`src/rtl/intra_chroma8x8_sad.sv`:
```
// intra_chroma8x8_sad
// Builds the vertical, horizontal and DC chroma intra predictions for one
// 8x8 block from its latched top/left neighbours. The source block arrives
// one row per accepted cycle. Each row updates the per-mode SAD accumulators
// and writes that row of the three residue arrays. A one-cycle `done` pulse
// marks the point where all results are final.
//
// Ports
//   clk, reset          : rising-edge clock, synchronous active-high reset
//   start               : begin a block (sampled only when idle)
//   mbnumber            : block index, latched at start
//   top[8], left[8]     : neighbour samples, latched at start
//   top_avail/left_avail: neighbour availability, latched at start
//   row_valid, cur_row  : next source row (index 0 = leftmost)
//   busy                : high whenever the block is not idle
//   done                : one-cycle pulse, results valid
//   sads[3]             : SAD/64 for {vertical, horizontal, DC}
//   vres/hres/dcres[64] : residues, index = row*8+col
//   mbnumber_out        : latched block index
module intra_chroma8x8_sad (
    input  logic        clk,
    input  logic        reset,
    input  logic        start,
    input  logic [12:0] mbnumber,
    input  logic [7:0]  top [7:0],
    input  logic [7:0]  left [7:0],
    input  logic        top_avail,
    input  logic        left_avail,
    input  logic        row_valid,
    input  logic [7:0]  cur_row [7:0],
    output logic        busy,
    output logic        done,
    output logic [7:0]  sads [2:0],
    output logic [7:0]  vres [63:0],
    output logic [7:0]  hres [63:0],
    output logic [7:0]  dcres [63:0],
    output logic [12:0] mbnumber_out
);

    typedef enum logic [1:0] {IDLE, DCCALC, ACCUM, DONE} state_t;

    state_t      state;
    logic [7:0]  top_q [7:0];
    logic [7:0]  left_q [7:0];
    logic        top_av_q;
    logic        left_av_q;
    logic [7:0]  dc_q [3:0];      // quadrant index = {row half, col half}
    logic [2:0]  row_cnt;
    logic [13:0] acc_v, acc_h, acc_dc;

    // Absolute difference evaluated at 9-bit precision so 0-255 does not wrap.
    function automatic logic [8:0] abs_diff(input logic [7:0] a, input logic [7:0] b);
        logic [8:0] d;
        d = {1'b0, a} - {1'b0, b};
        return d[8] ? (~d + 9'd1) : d;
    endfunction

    // ------------------------------------------------------------------
    // Quadrant DC values from the latched neighbours.
    // ------------------------------------------------------------------
    logic [9:0]  st_sum [3:0];
    logic [9:0]  sl_sum [3:0];
    logic [7:0]  dc_new [3:0];
    logic [10:0] both_sum, top_rnd, left_rnd;

    // NOTE: every variable driven here gets a value before any branch, so no latch is inferred.
    always_comb begin
        both_sum = '0;
        top_rnd  = '0;
        left_rnd = '0;
        for (int q = 0; q < 4; q++) begin
            st_sum[q] = '0;
            sl_sum[q] = '0;
            for (int k = 0; k < 4; k++) begin
                st_sum[q] = st_sum[q] + {2'b00, top_q[(q % 2) * 4 + k]};
                sl_sum[q] = sl_sum[q] + {2'b00, left_q[(q / 2) * 4 + k]};
            end
            both_sum = {1'b0, st_sum[q]} + {1'b0, sl_sum[q]} + 11'd4;
            top_rnd  = {1'b0, st_sum[q]} + 11'd2;
            left_rnd = {1'b0, sl_sum[q]} + 11'd2;
            dc_new[q] = 8'd128;
            if (q == 0 || q == 3) begin
                // Diagonal quadrants average whatever is available.
                if (top_av_q && left_av_q) dc_new[q] = both_sum[10:3];
                else if (top_av_q)         dc_new[q] = top_rnd[9:2];
                else if (left_av_q)        dc_new[q] = left_rnd[9:2];
            end else if (q == 1) begin
                // Top-right quadrant prefers its top neighbours.
                if (top_av_q)       dc_new[q] = top_rnd[9:2];
                else if (left_av_q) dc_new[q] = left_rnd[9:2];
            end else begin
                // Bottom-left quadrant prefers its left neighbours.
                if (left_av_q)     dc_new[q] = left_rnd[9:2];
                else if (top_av_q) dc_new[q] = top_rnd[9:2];
            end
        end
    end

    // ------------------------------------------------------------------
    // Per-row residues and absolute-difference sums for the current row.
    // ------------------------------------------------------------------
    logic [7:0]  pred_dc [7:0];
    logic [7:0]  res_v [7:0];
    logic [7:0]  res_h [7:0];
    logic [7:0]  res_dc [7:0];
    logic [10:0] row_v, row_h, row_dc;
    logic [13:0] acc_v_nxt, acc_h_nxt, acc_dc_nxt;

    always_comb begin
        row_v = '0;
        row_h = '0;
        row_dc = '0;
        for (int c = 0; c < 8; c++) begin
            pred_dc[c] = dc_q[{row_cnt[2], c >= 4}];
            res_v[c]   = cur_row[c] - top_q[c];
            res_h[c]   = cur_row[c] - left_q[row_cnt];
            res_dc[c]  = cur_row[c] - pred_dc[c];
            row_v  = row_v  + {2'b00, abs_diff(cur_row[c], top_q[c])};
            row_h  = row_h  + {2'b00, abs_diff(cur_row[c], left_q[row_cnt])};
            row_dc = row_dc + {2'b00, abs_diff(cur_row[c], pred_dc[c])};
        end
        acc_v_nxt  = acc_v  + {3'b000, row_v};
        acc_h_nxt  = acc_h  + {3'b000, row_h};
        acc_dc_nxt = acc_dc + {3'b000, row_dc};
    end

    // ------------------------------------------------------------------
    // Control FSM and result registers.
    // ------------------------------------------------------------------
    // NOTE: sequential state uses non-blocking assignments so every register samples pre-edge values.
    always_ff @(posedge clk) begin
        if (reset) begin
            state        <= IDLE;
            busy         <= 1'b0;
            done         <= 1'b0;
            row_cnt      <= '0;
            acc_v        <= '0;
            acc_h        <= '0;
            acc_dc       <= '0;
            top_av_q     <= 1'b0;
            left_av_q    <= 1'b0;
            mbnumber_out <= '0;
            for (int i = 0; i < 3; i++) sads[i] <= '0;
            for (int i = 0; i < 4; i++) dc_q[i] <= '0;
            for (int i = 0; i < 8; i++) begin
                top_q[i]  <= '0;
                left_q[i] <= '0;
            end
            // NOTE: the residue arrays are output flops that must read zero after reset, so they are reset like any other register.
            for (int i = 0; i < 64; i++) begin
                vres[i]  <= '0;
                hres[i]  <= '0;
                dcres[i] <= '0;
            end
        end else begin
            done <= 1'b0;
            case (state)
                IDLE: begin
                    if (start) begin
                        top_av_q     <= top_avail;
                        left_av_q    <= left_avail;
                        mbnumber_out <= mbnumber;
                        for (int i = 0; i < 8; i++) begin
                            top_q[i]  <= top[i];
                            left_q[i] <= left[i];
                        end
                        busy  <= 1'b1;
                        state <= DCCALC;
                    end
                end
                DCCALC: begin
                    for (int i = 0; i < 4; i++) dc_q[i] <= dc_new[i];
                    for (int i = 0; i < 3; i++) sads[i] <= '0;
                    for (int i = 0; i < 64; i++) begin
                        vres[i]  <= '0;
                        hres[i]  <= '0;
                        dcres[i] <= '0;
                    end
                    acc_v   <= '0;
                    acc_h   <= '0;
                    acc_dc  <= '0;
                    row_cnt <= '0;
                    state   <= ACCUM;
                end
                ACCUM: begin
                    if (row_valid) begin
                        for (int c = 0; c < 8; c++) begin
                            vres[{row_cnt, 3'(c)}]  <= res_v[c];
                            hres[{row_cnt, 3'(c)}]  <= res_h[c];
                            dcres[{row_cnt, 3'(c)}] <= res_dc[c];
                        end
                        acc_v   <= acc_v_nxt;
                        acc_h   <= acc_h_nxt;
                        acc_dc  <= acc_dc_nxt;
                        // Unavailable directions report the worst possible cost.
                        sads[0] <= top_av_q  ? 8'(acc_v_nxt >> 6) : 8'hFF;
                        sads[1] <= left_av_q ? 8'(acc_h_nxt >> 6) : 8'hFF;
                        sads[2] <= 8'(acc_dc_nxt >> 6);
                        row_cnt <= row_cnt + 3'd1;
                        if (row_cnt == 3'd7) begin
                            done  <= 1'b1;
                            state <= DONE;
                        end
                    end
                end
                DONE: begin
                    busy  <= 1'b0;
                    state <= IDLE;
                end
                default: state <= IDLE;
            endcase
        end
    end

endmodule

```
`config.mk`:
```
export PLATFORM = sky130hd
export DESIGN_NAME = intra_chroma8x8_sad
export DESIGN_NICKNAME = d
export VERILOG_FILES = /design/src/rtl/intra_chroma8x8_sad.sv
export SDC_FILE = /design/constraint.sdc
export NUM_CORES = 2
export LEC_CHECK = 0
export ABC_AREA = 1
export BUFFER_PORTS_ARGS = -buffer_cell sky130_fd_sc_hd__clkbuf_2
export CORE_AREA = 2 2 697 699
export DETAILED_ROUTE_END_ITERATION = 8
export DIE_AREA = 0 0 699 701
export PLACE_DENSITY = 0.42
export SKIP_LAST_GASP = 1
export SYNTH_ARGS = -nofsm -noshare
export SYNTH_HDL_FRONTEND = slang
export SYNTH_SLANG_ARGS = --single-unit
```
`constraint.sdc`:
```
create_clock -name clk -period 13.9 [get_ports clk]
set_input_delay 2.085 -clock clk [delete_from_list [all_inputs] [get_ports clk]]
set_output_delay 2.085 -clock clk [all_outputs]
set_load 0.01 [all_outputs]
```
* Word-level counts from Yosys, hierarchy flattened *
Memory sizes are Yosys's and may differ from the RTL's. A register that Yosys moved wholly into a read port is not among the register bits.
Cells that the tools add are included.

operators by class
  add/sub/neg operators = 117
  multipliers = 0
  div/mod/pow operators = 0
  order comparisons = 16
  equal/unequal tests = 7
  shifts and indexed selects = 0
  multiplexer cells = 133
  bitwise gates (word level) = 46
  reduce and logical (&&, ||, !) cells = 17

operator list
  cell                                                                    count
  512-bit bitwise mux                                                     24
  512-bit one-hot mux with 2 select lines                                 3
  512-bit two-way mux                                                     3
  8-bit two-way mux                                                       39
  9-bit by 1-bit adder with 9-bit output (second input constant)          24
  9-bit two-way mux                                                       24
  9-bit NOT                                                               24
  8-bit by 8-bit subtractor with 9-bit output                             24
  8-bit demux with 3-bit select                                           8
  8-bit subtractor                                                        24
  11-bit by 9-bit adder with 11-bit output                                15
  14-bit one-hot mux with 2 select lines                                  3
  6-bit by 7-bit < comparator with 1-bit output (second input constant)   8
  6-bit by 1-bit >= comparator with 1-bit output (second input constant)  8
  24-bit one-hot mux with 2 select lines                                  1
  14-bit by 11-bit adder with 14-bit output                               3
  14-bit two-way mux                                                      3
  10-bit by 2-bit adder with 10-bit output (second input constant)        4
  10-bit by 8-bit adder with 10-bit output                                4
  9-bit by 8-bit adder with 10-bit output                                 4
  8-bit by 8-bit adder with 9-bit output                                  4
  10-bit by 9-bit adder with 11-bit output                                3
  9-bit by 9-bit adder with 10-bit output                                 3
  24-bit two-way mux                                                      1
  other kinds (21)                                                        75

word-level totals
  flip-flop bits (word level) = 1624
  latch bits = 0
  memory bits (writable) = 160
  ROM bits = 0
  input bits = 211
  output and inout port bits = 1575
  logic and storage cells = 544
  memories kept = 3

memory list
  name    words  width  read ports  clocked after memory_dff  write ports  line  text
  left_q  8      8      9           1                         8            44    logic [7:0] left_q [7:0];
  top_q   8      8      8           0                         8            43    logic [7:0] top_q [7:0];
  dc_q    4      8      2           2                         4            47    logic [7:0] dc_q [3:0];

* Logic depth before layout (Yosys ltp) *
An unclocked memory read counts as a cell.

  depth after elaboration = 16
  mapped depth = 46

* Worst setup path before layout *
Ideal clock, no wire load.

  kind = input-to-reg
  start point = in cur_row[32] in the netlist's numbering
  end point = reg sads[15] in the netlist's numbering
  arrival time = 8.599 ns
  data required time = 13.826 ns
  path slack = 5.226 ns
  cell stages on the path = 40
  buffers on the path = 0
  cell sequence = inv_1 > ha_1 > inv_1 > fa_1 > nand3_1 > nand3_1 > nand2_1 > nand2_1 > nand2_1 > nand2_1 > nand2_1 > nand2_1 > a21oi_2 > nand2_1 > xor2_1 > fa_1 > inv_1 > fa_1 > [... 4 more ...] > ha_1 > fa_1 > nand3_1 > nand2_1 > a21oi_1 > o21ai_0 > a21o_1 > a21oi_1 > xor2_1 > ha_1 > nand2_1 > nand2_1 > a31oi_1 > nand3_1 > nand3_1 > xnor2_1 > nand2_1 > a31oi_1

on the way
  cells in the longest elaborated chain, start to end = 12

ends and longest elaborated chain
  what                                                        line  text
  start: declaration                                          30    input logic [7:0] cur_row [7:0],
  8-bit by 8-bit subtractor with 9-bit output (*)             54    d = {1'b0, a} - {1'b0, b};
  9-bit NOT                                                   55    return d[8] ? (~d + 9'd1) : d;
  9-bit by 1-bit adder with 9-bit output                      55
  9-bit two-way mux (*)                                       55
  11-bit by 9-bit adder with 11-bit output (*) (4 in series)  119   row_h = row_h + {2'b00, abs_diff(cur_row[c], left_q[row_cnt])};
  14-bit by 11-bit adder with 14-bit output (*)               123   acc_h_nxt = acc_h + {3'b000, row_h};
  8-bit two-way mux (*)                                       197   sads[1] <= left_av_q ? 8'(acc_h_nxt >> 6) : 8'hFF;
  24-bit two-way mux (*)                                      186   if (row_valid) begin
  24-bit one-hot mux with 2 select lines (*)                  157   case (state)
  end: declaration                                            33    output logic [7:0] sads [2:0],

Mark *: on every way between the ends. The rest lies on a longest branch, timed or not. The select of a mux whose other input is x is not followed.
A chain may end at the register's enable or synchronous reset.

==> results.json <==
{
  "status": "finished clean",
  "antenna_found_initial": 155,
  "rsz0062_at_grt": "false",
  "ys.flop_type": "dfxtp_1",
  "multi_input_area_um2": 45010,
  "synth_edf_count": 160,
  "hp-start": "dcres[395]",
  "holdPathStages": 2,
  "syn_nets": 12090,
  "critPathArrivalTime_ns": 11.45,
  "cpPeakStageDelay_ns": 0.98,
  "synth_area_um2": 87050,
  "cts_inserted_buffers": 221,
  "htree_levels": 4,
  "relSlewSlack_pct": 6.671,
  "required_ns": 14.74,
  "cp_common_cell": "nand2_1",
  "ys_seq_elements": 1779,
  "cts_setup_buffers": 0,
  "finalCritPeriodShare_pct": 76.30,
  "r2r_end": "acc_h[13]",
  "async_flop_share_pct": 0,
  "grt_pass1_wl_um": 812500,
  "nNetsFinal": 13630,
  "final_layout_size_suffix_gt1_share_pct": 21.84,
  "num_vias": 88060,
  "ff2ff_path_depth": 41,
  "drt_pass1_iterations": 8,
  "regArea_um2": 37220,
  "placed_area_um2": 104700,
  "drc": 0,
  "drv_slew": 0,
  "synth_area_per_cell_um2": 7.727,
  "yosysUniqueCellTypes": 54,
  "gp_congestion": 0.9467,
  "port_buffers": 1785,
  "coreArea_um2": 481800,
  "design_area_um2": 112300,
  "synth_top_family_by_area": "simple AND/OR/NAND/NOR gates",
  "max-clock-path-buffers": 4,
  "first_global_vias": 81680,
  "tightest_slew_ns": 1.398,
  "avgViaCountPerCell": 4.515,
  "holdPathEnd": "dcres[395]",
  "synth_xor_area_share_pct": 2.423,
  "min_period_ns": 10.61,
  "end_kind": "register",
  "std_cell_rows": 255,
  "startpoint_type": "register",
  "grt_start_max_net_pins": 163,
  "post_synth_mux_area_share_pct": 0.1610,
  "io_pins": 1786,
  "drt_iter0_markers": 9325,
  "postCtsHoldBufs": 0,
  "syn_to_final_growth_pct": 28.98,
  "die_w_um": 699,
  "grt_remaining_overflow": 0,
  "num-fill-cells": 54070,
  "die_y_um": 701,
  "maxCapViolCount": 0,
  "wl_per_cell_um": 32.67,
  "die-area_um2": 490000,
  "final_cell_mix": "2425 x nand2_1, 1843 x a21oi_1, 1784 x clkbuf_2",
  "tns_ns": 0,
  "max_freq_ghz": 0.09429,
  "cts_resized": 0,
  "ys_seq_area_share_pct": 42.75,
  "clk_latency_ns": 0.97,
  "hpwl_um": 476300,
  "clkSlewWorstSetupHoldPaths_ns": 0.06,
  "hold_viol_final": 0,
  "skew_ns": 0.1337,
  "cp_max_fo": 33,
  "reg2reg_slack_ns": 3.29,
  "worstSetupPathType": "register to register",
  "synthSimpleGateAreaFrac_pct": 20.90,
  "tritoncts": "built",
  "grt.total_usage_pct": 24.83,
  "synth-warning-count": 0,
  "ant_nets": 0,
  "synthAdderAreaFrac_pct": 11.00,
  "hold_path.class": "register to register",
  "root_buffer": "clkbuf_16",
  "wl_um": 637200,
  "numClockSinks": 1779,
  "final_common_cell": "nand2_1",
  "synthesis.instances": 11270,
  "initial_core_util_pct": 18.07,
  "critPathSlowestCell": "dfxtp_1",
  "synth-compound-area-share_pct": 15.35,
  "finalSetupViolCount": 0
}
-- metal layers --
layer | vias to the layer above | part of all wire (%) | GRT usage [%]
met3 | 940 | 8.7 | 6.988
met4 | 62 | 6.7 | 15.47
li1 | 39860 | - | -
met2 | 4075 | 46 | 40.42
met1 | 43120 | 38 | 28.80
met5 | - | 0.064 | 0
-- cells by family after synthesis --
family	Yosys count
flip-flops	1779
AO/OA/AOI/OAI	2610
XOR/XNOR	240
multiplexers	14
buffers and inverters	1656
AND/OR/NAND/NOR	4352
adder cells (fa/ha/maj)	615
-- cells in the mapped netlist, drive strengths merged (54+ instances only) --
library cell	number	share of area (%)
inv	907	3.9
xor2	186	1.9
o21ai	648	3.7
fa	250	5.7
dfxtp	1619	37
xnor2	54	0.54
edfxtp	160	5.5
nand3	571	3.3
or2	304	2.2
ha	365	5.2
nand2	2442	11
clkbuf	516	2.2
buf	201	1.1
a21oi	1848	11
nor2	887	3.8
-- layout make-up --
type / count / share of cell area [%]
diodes: 95 / 0.2117
clock buffers: 318 / 5.727
clock inverters: 87 / 0.8380
inverters: 939 / 3.158
multi-input cells: 7831 / 40.09
flip-flops and latches: 1779 / 33.15
well taps: 6425 / 7.160
repair buffers: 2029 / 9.675
-- through the flow --
stage	setup slack (ns)	util [%]	cells	hold WS, ns
2_1_floorplan	5.227	-	11270	0.4444
3_3_place_gp	3.312	21.73	19000	0.4490
3_5_place_dp	3.304	21.73	19000	0.4529
4_1_cts	3.287	23.26	19410	0.4611
5_1_grt	2.383	23.27	19430	0.4741
6_report	3.294	23.31	19500	0.4595
-- sequential cells by signal, indices dropped and copies added, names as in the netlist, 2 cells and up, named ones only --
register / flops
dcres: 512
hres: 512
vres: 512
left_q: 64
top_q: 64
dc_q: 32
sads: 16
acc_dc: 14
acc_h: 14
acc_v: 14
mbnumber_out: 13
row_cnt: 3
state: 2
-- how the worst max path moves through the flow --
stage           startpoint        end  slack, ns  depth (start not counted)
3_5_place_dp      register   sads[15]       3.30                         41
5_1_grt           register  acc_h[11]       2.38                         40
2_1_floorplan  cur_row[32]   sads[15]       5.23                         40
6_report          register  acc_h[13]       3.29                         41
3_3_place_gp      register   sads[15]       3.31                         41
4_1_cts           register   sads[15]       3.29                         41
-- critical path: cells and delay by family, from the launching register on --
| family | cells | cell delay (ns) |
|---|---|---|
| fa+ha+maj | 7 | 3.08 |
| simple gates | 13 | 2.46 |
| flops | 1 | 0.98 |
| compound gates | 11 | 1.92 |
| xor+xnor | 3 | 0.64 |
| buf+inv | 7 | 1.44 |
Power is not shown: default switching activity piles up to over one toggle a cycle in this logic, so the estimate is an artifact.
